$ cat src/rtl/sram_arbiter_if.sv
// sram_arbiter_if: requester handshakes and SRAM bus of the
// pixel SRAM arbiter; slave = arbiter side, master = environment.
interface sram_arbiter_if #(
    parameter int ADDR_BITS = 8,
    parameter int DATA_BITS = 8
);
    logic                 eng_req;
    logic                 eng_we;
    logic [ADDR_BITS-1:0] eng_addr;
    logic [DATA_BITS-1:0] eng_wdata;
    logic                 eng_lock;
    logic                 eng_gnt;
    logic                 eng_rvalid;
    logic [DATA_BITS-1:0] eng_rdata;

    logic                 jtg_req;
    logic                 jtg_we;
    logic [ADDR_BITS-1:0] jtg_addr;
    logic [DATA_BITS-1:0] jtg_wdata;
    logic                 jtg_gnt;
    logic                 jtg_rvalid;
    logic [DATA_BITS-1:0] jtg_rdata;

    logic                 mem_we;
    logic [ADDR_BITS-1:0] mem_addr;
    logic [DATA_BITS-1:0] mem_wdata;
    logic [DATA_BITS-1:0] mem_rdata;
    logic [1:0]           owner;

    modport slave (
        input  eng_req, eng_we, eng_addr, eng_wdata, eng_lock,
        output eng_gnt, eng_rvalid, eng_rdata,
        input  jtg_req, jtg_we, jtg_addr, jtg_wdata,
        output jtg_gnt, jtg_rvalid, jtg_rdata,
        output mem_we, mem_addr, mem_wdata, owner,
        input  mem_rdata
    );

    modport master (
        output eng_req, eng_we, eng_addr, eng_wdata, eng_lock,
        input  eng_gnt, eng_rvalid, eng_rdata,
        output jtg_req, jtg_we, jtg_addr, jtg_wdata,
        input  jtg_gnt, jtg_rvalid, jtg_rdata,
        input  mem_we, mem_addr, mem_wdata, owner,
        output mem_rdata
    );
endinterface

$ cat src/rtl/sram_arbiter.sv
// sram_arbiter: engine/JTAG arbiter for the shared pixel SRAM.
// Define ARB_STATS_EN to add per-requester grant counters.
module sram_arbiter #(
    parameter int ADDR_BITS = 8,
    parameter int DATA_BITS = 8,
    parameter int MAX_WAIT  = 15
) (
    input  logic        clk,
    input  logic        aclr_n,
`ifdef ARB_STATS_EN
    input  logic        stats_clr,
    output logic [15:0] eng_cnt,
    output logic [15:0] jtg_cnt,
`endif
    sram_arbiter_if.slave bus
);
    typedef enum logic {
        SRC_ENG = 1'b0,
        SRC_JTG = 1'b1
    } src_e;

    localparam logic [7:0] WAIT_MAX = 8'(MAX_WAIT);

    src_e                 rr_last_q, rr_last_d;
    src_e                 rd_tag_q, rd_tag_d;
    logic                 rd_pend_q, rd_pend_d;
    logic [7:0]           wait_cnt_q, wait_cnt_d;
    logic [ADDR_BITS-1:0] addr_q, addr_d;
    logic [DATA_BITS-1:0] wdata_q, wdata_d;
    logic [DATA_BITS-1:0] eng_rdata_q, jtg_rdata_q;
    logic                 gnt_e, gnt_j, we_c;
    logic                 eng_rv, jtg_rv;

    // Grant decision: lock priority with starvation escape, else RR.
    always_comb begin
        gnt_e = 1'b0;
        gnt_j = 1'b0;
        if (aclr_n) begin
            if (bus.eng_lock) begin
                if (bus.eng_req &&
                    !(bus.jtg_req && wait_cnt_q == WAIT_MAX))
                    gnt_e = 1'b1;
                else if (bus.jtg_req)
                    gnt_j = 1'b1;
            end else if (bus.eng_req && bus.jtg_req) begin
                if (rr_last_q == SRC_JTG)
                    gnt_e = 1'b1;
                else
                    gnt_j = 1'b1;
            end else begin
                gnt_e = bus.eng_req;
                gnt_j = bus.jtg_req;
            end
        end
    end

    // SRAM bus mux and next state of the arbitration registers.
    always_comb begin
        addr_d     = addr_q;
        wdata_d    = wdata_q;
        we_c       = 1'b0;
        rr_last_d  = rr_last_q;
        wait_cnt_d = wait_cnt_q;
        if (gnt_e) begin
            addr_d    = bus.eng_addr;
            wdata_d   = bus.eng_wdata;
            we_c      = bus.eng_we;
            rr_last_d = SRC_ENG;
        end else if (gnt_j) begin
            addr_d    = bus.jtg_addr;
            wdata_d   = bus.jtg_wdata;
            we_c      = bus.jtg_we;
            rr_last_d = SRC_JTG;
        end
        if (gnt_j || !bus.jtg_req)
            wait_cnt_d = 8'd0;
        else if (wait_cnt_q != WAIT_MAX)
            wait_cnt_d = wait_cnt_q + 8'd1;
        rd_pend_d = (gnt_e || gnt_j) && !we_c;
        rd_tag_d  = gnt_j ? SRC_JTG : SRC_ENG;
    end

    // Arbitration state and last-granted bus values.
    always_ff @(posedge clk or negedge aclr_n) begin
        if (!aclr_n) begin
            rr_last_q  <= SRC_JTG;
            wait_cnt_q <= 8'd0;
            rd_pend_q  <= 1'b0;
            rd_tag_q   <= SRC_ENG;
            addr_q     <= '0;
            wdata_q    <= '0;
        end else begin
            rr_last_q  <= rr_last_d;
            wait_cnt_q <= wait_cnt_d;
            rd_pend_q  <= rd_pend_d;
            rd_tag_q   <= rd_tag_d;
            addr_q     <= addr_d;
            wdata_q    <= wdata_d;
        end
    end

    assign eng_rv = rd_pend_q && (rd_tag_q == SRC_ENG);
    assign jtg_rv = rd_pend_q && (rd_tag_q == SRC_JTG);

    // Read data is returned straight from the SRAM in the rvalid
    // cycle and held per requester until its next return.
    always_ff @(posedge clk or negedge aclr_n) begin
        if (!aclr_n) begin
            eng_rdata_q <= '0;
            jtg_rdata_q <= '0;
        end else begin
            if (eng_rv) eng_rdata_q <= bus.mem_rdata;
            if (jtg_rv) jtg_rdata_q <= bus.mem_rdata;
        end
    end

    assign bus.eng_gnt    = gnt_e;
    assign bus.jtg_gnt    = gnt_j;
    assign bus.owner      = {gnt_j, gnt_e};
    assign bus.mem_we     = we_c;
    assign bus.mem_addr   = addr_d;
    assign bus.mem_wdata  = wdata_d;
    assign bus.eng_rvalid = eng_rv;
    assign bus.jtg_rvalid = jtg_rv;
    assign bus.eng_rdata  = eng_rv ? bus.mem_rdata : eng_rdata_q;
    assign bus.jtg_rdata  = jtg_rv ? bus.mem_rdata : jtg_rdata_q;

`ifdef ARB_STATS_EN
    logic [15:0] eng_cnt_q, jtg_cnt_q;

    // Grant counters; clear wins over increment.
    always_ff @(posedge clk or negedge aclr_n) begin
        if (!aclr_n) begin
            eng_cnt_q <= 16'd0;
            jtg_cnt_q <= 16'd0;
        end else if (stats_clr) begin
            eng_cnt_q <= 16'd0;
            jtg_cnt_q <= 16'd0;
        end else begin
            if (gnt_e) eng_cnt_q <= eng_cnt_q + 16'd1;
            if (gnt_j) jtg_cnt_q <= jtg_cnt_q + 16'd1;
        end
    end

    assign eng_cnt = eng_cnt_q;
    assign jtg_cnt = jtg_cnt_q;
`endif
endmodule

$ cat src/flat_wrapper.sv
// flat-port wrapper written by rule: the top's interface ports become plain ports
module sram_arbiter_flat 
#(
    parameter int ADDR_BITS = 8,
    parameter int DATA_BITS = 8,
    parameter int MAX_WAIT  = 15
)
  (clk, aclr_n, bus_eng_req, bus_eng_we, bus_eng_addr, bus_eng_wdata, bus_eng_lock, bus_eng_gnt, bus_eng_rvalid, bus_eng_rdata, bus_jtg_req, bus_jtg_we, bus_jtg_addr, bus_jtg_wdata, bus_jtg_gnt, bus_jtg_rvalid, bus_jtg_rdata, bus_mem_we, bus_mem_addr, bus_mem_wdata, bus_owner, bus_mem_rdata);
  sram_arbiter_if #(.ADDR_BITS(ADDR_BITS), .DATA_BITS(DATA_BITS)) bus_i ();
  input  logic clk;
  input  logic aclr_n;
  input wire logic [$bits(bus_i.eng_req)-1:0] bus_eng_req;
  input wire logic [$bits(bus_i.eng_we)-1:0] bus_eng_we;
  input wire logic [$bits(bus_i.eng_addr)-1:0] bus_eng_addr;
  input wire logic [$bits(bus_i.eng_wdata)-1:0] bus_eng_wdata;
  input wire logic [$bits(bus_i.eng_lock)-1:0] bus_eng_lock;
  output wire logic [$bits(bus_i.eng_gnt)-1:0] bus_eng_gnt;
  output wire logic [$bits(bus_i.eng_rvalid)-1:0] bus_eng_rvalid;
  output wire logic [$bits(bus_i.eng_rdata)-1:0] bus_eng_rdata;
  input wire logic [$bits(bus_i.jtg_req)-1:0] bus_jtg_req;
  input wire logic [$bits(bus_i.jtg_we)-1:0] bus_jtg_we;
  input wire logic [$bits(bus_i.jtg_addr)-1:0] bus_jtg_addr;
  input wire logic [$bits(bus_i.jtg_wdata)-1:0] bus_jtg_wdata;
  output wire logic [$bits(bus_i.jtg_gnt)-1:0] bus_jtg_gnt;
  output wire logic [$bits(bus_i.jtg_rvalid)-1:0] bus_jtg_rvalid;
  output wire logic [$bits(bus_i.jtg_rdata)-1:0] bus_jtg_rdata;
  output wire logic [$bits(bus_i.mem_we)-1:0] bus_mem_we;
  output wire logic [$bits(bus_i.mem_addr)-1:0] bus_mem_addr;
  output wire logic [$bits(bus_i.mem_wdata)-1:0] bus_mem_wdata;
  output wire logic [$bits(bus_i.owner)-1:0] bus_owner;
  input wire logic [$bits(bus_i.mem_rdata)-1:0] bus_mem_rdata;
  assign bus_i.eng_req = bus_eng_req;
  assign bus_i.eng_we = bus_eng_we;
  assign bus_i.eng_addr = bus_eng_addr;
  assign bus_i.eng_wdata = bus_eng_wdata;
  assign bus_i.eng_lock = bus_eng_lock;
  assign bus_eng_gnt = bus_i.eng_gnt;
  assign bus_eng_rvalid = bus_i.eng_rvalid;
  assign bus_eng_rdata = bus_i.eng_rdata;
  assign bus_i.jtg_req = bus_jtg_req;
  assign bus_i.jtg_we = bus_jtg_we;
  assign bus_i.jtg_addr = bus_jtg_addr;
  assign bus_i.jtg_wdata = bus_jtg_wdata;
  assign bus_jtg_gnt = bus_i.jtg_gnt;
  assign bus_jtg_rvalid = bus_i.jtg_rvalid;
  assign bus_jtg_rdata = bus_i.jtg_rdata;
  assign bus_mem_we = bus_i.mem_we;
  assign bus_mem_addr = bus_i.mem_addr;
  assign bus_mem_wdata = bus_i.mem_wdata;
  assign bus_owner = bus_i.owner;
  assign bus_i.mem_rdata = bus_mem_rdata;
  sram_arbiter #(.ADDR_BITS(ADDR_BITS), .DATA_BITS(DATA_BITS), .MAX_WAIT(MAX_WAIT)) u_core (.clk(clk), .aclr_n(aclr_n), .bus(bus_i));
endmodule
$ cat config.mk
export PLATFORM = sky130hd
export DESIGN_NAME = sram_arbiter_flat
export DESIGN_NICKNAME = d
export VERILOG_FILES = /design/src/rtl/sram_arbiter_if.sv /design/src/rtl/sram_arbiter.sv /design/src/flat_wrapper.sv
export SDC_FILE = /design/constraint.sdc
export NUM_CORES = 1
export LEC_CHECK = 0
export CORE_ASPECT_RATIO = 1.4
export CORE_MARGIN = 8
export CORE_UTILIZATION = 30
export DETAILED_ROUTE_END_ITERATION = 10
export PLACE_DENSITY = 0.62
export SYNTH_ARGS = -nofsm -noshare
export SYNTH_HDL_FRONTEND = slang
export SYNTH_SLANG_ARGS = --single-unit
$ cat constraint.sdc
create_clock -name clk -period 2.45 [get_ports clk]
set_clock_uncertainty 0.05 [all_clocks]
set_input_delay 0.49 -clock clk [delete_from_list [all_inputs] [get_ports clk]]
set_output_delay 0.49 -clock clk [all_outputs]
set_load 0.01 [all_outputs]
==> results of run 1 <==
## area by class of cell
| cell class | count | area, um2 | share of cell area |
|---|---|---|---|
| timing repair buffer | 134 | 1280 | 0.339 |
| inverter | 2 | 10.0 | 0.00266 |
| sequential | 43 | 1080 | 0.286 |
| clock buffer | 5 | 68.8 | 0.0183 |
| clock inverter | 3 | 47.5 | 0.0126 |
| multi-input combinational | 146 | 1160 | 0.308 |
| antenna | 1 | 2.50 | 0.000665 |
| tap | 97 | 121 | 0.0323 |
## registers in the layout, summed over array words and instances (netlist names)
name                cells
u_core.rd_tag_q         1
u_core.rr_last_q        1
u_core.jtg_rdata_q      8
u_core.rd_pend_q        1
u_core.eng_rdata_q      8
u_core.addr_q           8
u_core.wait_cnt_q       8
u_core.wdata_q          8
## per-layer routing
| layer | vias up | GRT usage | wire [um] |
|---|---|---|---|
| met2 | 55 | 0.263 | 4100 |
| met3 | 9 | 0.0187 | 270 |
| met4 | 0 | 0.0648 | 126 |
| met1 | 1061 | 0.140 | 2680 |
| met5 | - | 0 | 0 |
| li1 | 1023 | - | - |
## worst max path at each step
stage | start | end | cells after the start
5_1_grt | u_core.wait_cnt_q[6] | bus_mem_wdata[4] | 6
3_5_place_dp | bus_eng_lock | bus_mem_addr[1] | 6
2_1_floorplan | u_core.wait_cnt_q[5] | bus_mem_wdata[0] | 7
6_report | u_core.wait_cnt_q[6] | bus_mem_wdata[4] | 6
3_3_place_gp | bus_eng_lock | bus_mem_addr[0] | 6
4_1_cts | u_core.wait_cnt_q[4] | bus_mem_addr[5] | 7
## through the flow
stage,util,cells
finish,0.514,431
global route,0.514,431
CTS,0.508,424
global placement,0.467,408
floorplan,-,208
detailed placement,0.467,408
## cells in the final DEF, fill, tap and decap left out, drive strengths merged, types with 2 or more instances in the layout
cell / instances
buf: 71
clkdlybuf4s50: 54
dfrtp: 42
o211ai: 32
mux2: 32
nand3: 19
o21ai: 18
nor2: 11
nand2: 8
dlygate4sd2: 7
clkbuf: 5
xnor2: 3
nor3: 3
a21oi: 3
inv: 3
and2: 2
xor2: 2
dlymetal6s2s: 2
## power by group
part           switching (mW)  total (mW)  internal [mW]
logic                   0.354       0.900          0.546
registers              0.0500       0.898          0.848
clock network           0.265       0.574          0.309
total                   0.669        2.37           1.70
## repair_timing
action,4_1_cts,5_1_grt
cloned,1,0
endpoints found under the hold margin,0,0
gates resized for setup,137,4
pin swaps,4,6
hold buffers,0,0
endpoints found under the setup margin,30,23
setup buffers,7,8
## cell families (layout without fill, tap and decap cells)
group                    after synthesis  after routing
AO/OA/AOI/OAI                         58             58
AND/OR/NAND/NOR                       50             50
flip-flops                            43             43
multiplexers                          32             32
buffers and inverters                 19            144
XOR/XNOR                               5              5
adder cells (fa/ha/maj)                1              1
other                                  0              1
==> flow_metrics.tcl, run 1 <==
set metrics [dict create \
    run_status "finished, violations left" \
    violations_in_the_final_reports "negative setup slack" \
    crit_end_element "output port" \
    synth.cells.most_frequent "dfrtp_1, mux2_2, o211ai_1" \
    drt_pass1_iterations 4 \
    power_mw 2.37 \
    layout-area-overhead-vs-synth_pct 67.1 \
    dr.first_iter.drc_count 43 \
    dpl_ws_ns -0.672 \
    timing.final.max_slew_violations 0 \
    p_per_area_nw_per_um2 631 \
    summed_negative_setup_slack_over_all_endpoints_ns -5.29 \
    timing.critical_path.slowest_stage_cell "or4_4" \
    boundaryPins 86 \
    cts.clk_slew.worst_paths_ns 0.09 \
    core.rowCount 37 \
    final_critical_path_setup_slack_ns -0.315 \
    leakage_nw 1.65 \
    final_period_minus_worst_setup_slack_ns 2.77 \
    muxShareOfSynthArea 0.160 \
    filler_cell_count 693 \
    vias_per_cell 4.98 \
    worstHoldPathType "in -> async" \
    post_route_cells_drive_above_1_share 0.363 \
    finalWeightedCongestion 0.777 \
    placedInstanceArea_um2 3410 \
    synthesis.area_per_instance_um2 10.8 \
    timing.setup.critical_path_class "reg -> out" \
    worst_path_largest_cell_delay_ns 0.58 \
    ys_seq_elements 43 \
    synth_fa_ha_area_frac 0.00556 \
    first_global_vias 2297 \
    synth_top_cells_by_area "dfrtp_1, mux2_2, o211ai_1" \
    detailroute.via_count 2148 \
    grt_usage 0.139 \
    cts.path.max_buffers 2 \
    synth-compound-area-share 0.175 \
    critical_path_fanouts_max 8 \
    detailed_place_hpwl_mm 5.30 \
    die_extent_in_x_um 89.2 \
    synth-main-ff-cell "dfrtp_1" \
    route.antenna.remaining_nets 0 \
    grt_pass1_wl_mm 11.4 \
    tritoncts "yes" \
    largest_net_degree_at_the_start_of_global_routing 31 \
    ys_async_sr_fraction 1.00 \
    r2r_setup_slack_ns 0.26 \
    synth_simple_gate_area_frac 0.112 \
    critPathArrivalTime_ns 2.23 \
    worst_ir_drop_vdd_v 0.000299 \
    numClockSinks 43 \
    cp_data_required_time_ns 1.91 \
    mappedNetlistArea_um2 2250 \
    largest_family_of_logic_cells_by_synthesized_area "compound AO/OA/AOI/OAI gates" \
    whs_ns 0.131 \
    worstRegToRegCells 7 \
    r2r-end "u_core.wdata_q[6]" \
    max_slew_margin 0.746 \
    fmaxAchievable_mhz 362 \
    clock-root-buffer "clkbuf_8" \
    drt_drc 0 \
    placeableCoreArea_um2 7310 \
    post-route-cell-area_um2 3760 \
    synth_area_leader_cell "dfrtp_1" \
    htree_levels 2 \
    tritoncts.num_buffers 5 \
    syn_inst 208 \
    crit_chain "or4_4, nor2_4, a311o_2, buf_8, mux2_4, buf_6" \
    synth.lib_cells_used.distinct 35 \
    maxCapViolations 0 \
    yosys.area_share.xor_xnor 0.0195 \
    gr-total-overflow 0 \
    worst-slew-pin-transition_ns 0.381 \
    final_net_count 380 \
    grt_antenna_before_repair 1 \
    yosysMostFrequentCell "dfrtp_1" \
    effective_utilization_at_floorplan 0.308 \
    ys.warnings.count 0 \
    sequential_element_share_of_the_synthesized_area 0.479 \
    fp.dieArea_um2 10600 \
    synth_top_area_frac 0.467 \
    detail_routed_net_length_per_standard_cell_um 16.7 \
    launching_element_type_of_the_critical_path "flop" \
    routed_wirelength_mm 7.18 \
    clkLatencyLatePin_ns 0.30 \
    rsz0062_at_grt "true" \
    fin_crit_sh 1.13 \
    cell_family_with_most_cp_delay "simple AND/OR/NAND/NOR gates" \
    synth_edf_count 0 \
    path_buf_inv 2 \
    crit-reg2reg-launch "u_core.wait_cnt_q[6]" \
    die_height_um 118 \
    io_buffers 85 \
    synth.net_count 256 \
    timing_hold_violations_final 0 \
    final-setup-viol-count 21 \
]
No activity file was read; power rests on OpenSTA's default activity.
==> run 2, diff against run 1 <==
--- a/config.mk
+++ b/config.mk
@@ -9,7 +9,7 @@
 export CORE_MARGIN = 8
 export CORE_UTILIZATION = 30
 export DETAILED_ROUTE_END_ITERATION = 10
-export PLACE_DENSITY = 0.62
+export PLACE_DENSITY = 0.59
 export SYNTH_ARGS = -nofsm -noshare
 export SYNTH_HDL_FRONTEND = slang
 export SYNTH_SLANG_ARGS = --single-unit
==> constraint.sdc (replaced) <==
create_clock -name clk -period 2.7 [get_ports clk]
set_clock_uncertainty 0.05 [all_clocks]
set_input_delay 0.54 -clock clk [delete_from_list [all_inputs] [get_ports clk]]
set_output_delay 0.54 -clock clk [all_outputs]
set_load 0.01 [all_outputs]
==> run 2 against run 1 <==
The flow still finishes with violations (negative setup slack). Final cell count shrank 1.6%. Non-clock buffer count is 6 lower. Flip-flop and latch count unchanged. Sequential power shrank 9.2%. Wire length grew 0.57%. Worst setup slack better by 0.12 ns. Global-route usage increased by 0.16 points. Clock-buffer cell count increased by 2. Die area unchanged. First-iteration DRC count is 95% higher. Largest power group is now registers.
==> flow_metrics.tcl, run 2 (synthesis gave the netlist of run 1 again) <==
set metrics [dict create \
    r2r_setup_slack_ns 0.53 \
    max_slew_margin 0.622 \
    worstRegToRegCells 7 \
    dr.first_iter.drc_count 84 \
    routed_wirelength_mm 7.22 \
    maxCapViolations 0 \
    post_route_cells_drive_above_1_share 0.330 \
    leakage_nw 1.57 \
    worst_path_largest_cell_delay_ns 0.58 \
    boundaryPins 86 \
    die_height_um 118 \
    detailed_place_hpwl_mm 5.11 \
    first_global_vias 2296 \
    cts.clk_slew.worst_paths_ns 0.08 \
    placeableCoreArea_um2 7310 \
    ff_latch_area_um2 1080 \
    drt_pass1_iterations 4 \
    critPathArrivalTime_ns 2.30 \
    gr-total-overflow 0 \
    effective_utilization_at_floorplan 0.308 \
    vias_per_cell 4.94 \
    rsz0062_at_grt "true" \
    detail_routed_net_length_per_standard_cell_um 17.0 \
    tritoncts "yes" \
    layout_common_cells "clkdlybuf4s50_1, dfrtp_1, o211ai_1, buf_4, buf_6" \
    whs_ns 0.331 \
    cp_data_required_time_ns 2.11 \
    cts.path.max_buffers 2 \
    die_extent_in_x_um 89.2 \
    critical_path_fanouts_max 7 \
    timing_hold_violations_final 0 \
    final_net_count 374 \
    clock-root-buffer "clkbuf_8" \
    num_antenna_cells 0 \
    grt_usage 0.140 \
    clkLatencyLatePin_ns 0.30 \
    grt_antenna_before_repair 0 \
    numClockSinks 43 \
    htree_levels 2 \
    largest_net_degree_at_the_start_of_global_routing 44 \
    crit-reg2reg-launch "u_core.wait_cnt_q[4]" \
    fin_crit_sh 1.07 \
    final_period_minus_worst_setup_slack_ns 2.89 \
    fmaxAchievable_mhz 346 \
    worst-slew-pin-transition_ns 0.567 \
    power_mw 2.12 \
    core.rowCount 37 \
    finalWeightedCongestion 0.763 \
    filler_cell_count 705 \
    worst_ir_drop_vdd_v 0.000221 \
    final-setup-viol-count 17 \
    cell_family_with_most_cp_delay "simple AND/OR/NAND/NOR gates" \
    r2r-end "u_core.addr_q[7]" \
    tritoncts.num_buffers 5 \
    drt_drc 0 \
    violations_in_the_final_reports "negative setup slack" \
    leading_cell_type_in_the_layout_fill_and_taps_excluded "clkdlybuf4s50_1" \
    fp.dieArea_um2 10600 \
    cts_hold_buf 0 \
    summed_negative_setup_slack_over_all_endpoints_ns -2.62 \
    timing.critical_path.slowest_stage_cell "or4_4" \
    grt_pass1_wl_mm 11.6 \
    layout-area-overhead-vs-synth_pct 63.2 \
    io_buffers 85 \
    final_critical_path_setup_slack_ns -0.192 \
    worstHoldPathType "in -> async" \
    crit_chain "or4_4, nor2_4, a311o_2, buf_8, buf_6, mux2_4, buf_6" \
    launching_element_type_of_the_critical_path "flop" \
    route.antenna.remaining_nets 0 \
    timing.final.max_slew_violations 0 \
    run_status "finished, violations left" \
    multi_input_area_um2 1120 \
    timing.setup.critical_path_class "reg -> out" \
    p_per_area_nw_per_um2 577 \
    detailroute.via_count 2095 \
    path_buf_inv 3 \
    crit_path_frequent_cell "buf_6" \
    crit_end_element "output port" \
]
## run 2: changes by cell type in the layout (fill, tap and decap cells not counted), moves of 3 or more
| cell | before | now |
|---|---|---|
| buf_4 | 41 | 32 |
| buf_6 | 25 | 22 |
| clkdlybuf4s50_1 | 54 | 63 |
| dlygate4sd2_1 | 7 | 2 |
## run 2: worst register-to-register path, delay by kind of cell (launching register included)
kind                   cells  cell delay [ns]
flip-flops                 1             0.39
AO/OA/AOI/OAI              1             0.23
AND/OR/NAND/NOR            2             0.71
multiplexers               1             0.30
buffers and inverters      3             0.39
## run 2: routing by layer
metal  part of all wire  track usage  vias up
li1                   -            -     1009
met1               0.42        0.162     1013
met2               0.50        0.240       67
met3              0.075       0.0423        6
met4             0.0091       0.0408        0
met5                  0            0        -
## run 2: final cells by class
cell class / instances / area share
repair buffers: 128 / 0.337
multi-input cells: 146 / 0.306
flip-flops and latches: 43 / 0.293
well taps: 97 / 0.0330
clock buffers: 7 / 0.0208
clock inverters: 1 / 0.00817
inverters: 2 / 0.00272
## run 2: worst max path at each step
stage	endpoint	depth (start not counted)	slack, ns	from
5_1_grt	bus_mem_addr[3]	7	-0.27	u_core.wait_cnt_q[4]
3_5_place_dp	bus_mem_addr[2]	6	-0.47	bus_eng_lock
3_3_place_gp	bus_mem_wdata[2]	6	-0.49	bus_eng_lock
2_1_floorplan	bus_mem_wdata[0]	7	0.10	u_core.wait_cnt_q[4]
4_1_cts	bus_mem_wdata[4]	7	-0.20	u_core.wait_cnt_q[7]
6_report	bus_mem_addr[1]	7	-0.19	u_core.wait_cnt_q[4]
## run 2: stage by stage
stage | utilization | setup slack [ns] | cell area (um2) | std cells
floorplan | - | 0.101 | 2250 | 208
global placement | 0.462 | -0.494 | 3380 | 405
detailed placement | 0.462 | -0.470 | 3380 | 405
CTS | 0.497 | -0.198 | 3640 | 424
global route | 0.502 | -0.274 | 3670 | 424
finish | 0.502 | -0.192 | 3670 | 424
## run 2: power breakdown
group	total, mW	internal [mW]	switching (mW)
sequential	0.815	0.770	0.0445
clock	0.492	0.277	0.215
combinational	0.814	0.495	0.319
total	2.12	1.54	0.579
## run 2: what timing repair did
action,CTS,global route
gates cloned,1,0
setup buffers,10,2
gates resized for setup,103,18
setup endpoints to repair,21,21
pin swaps,3,3
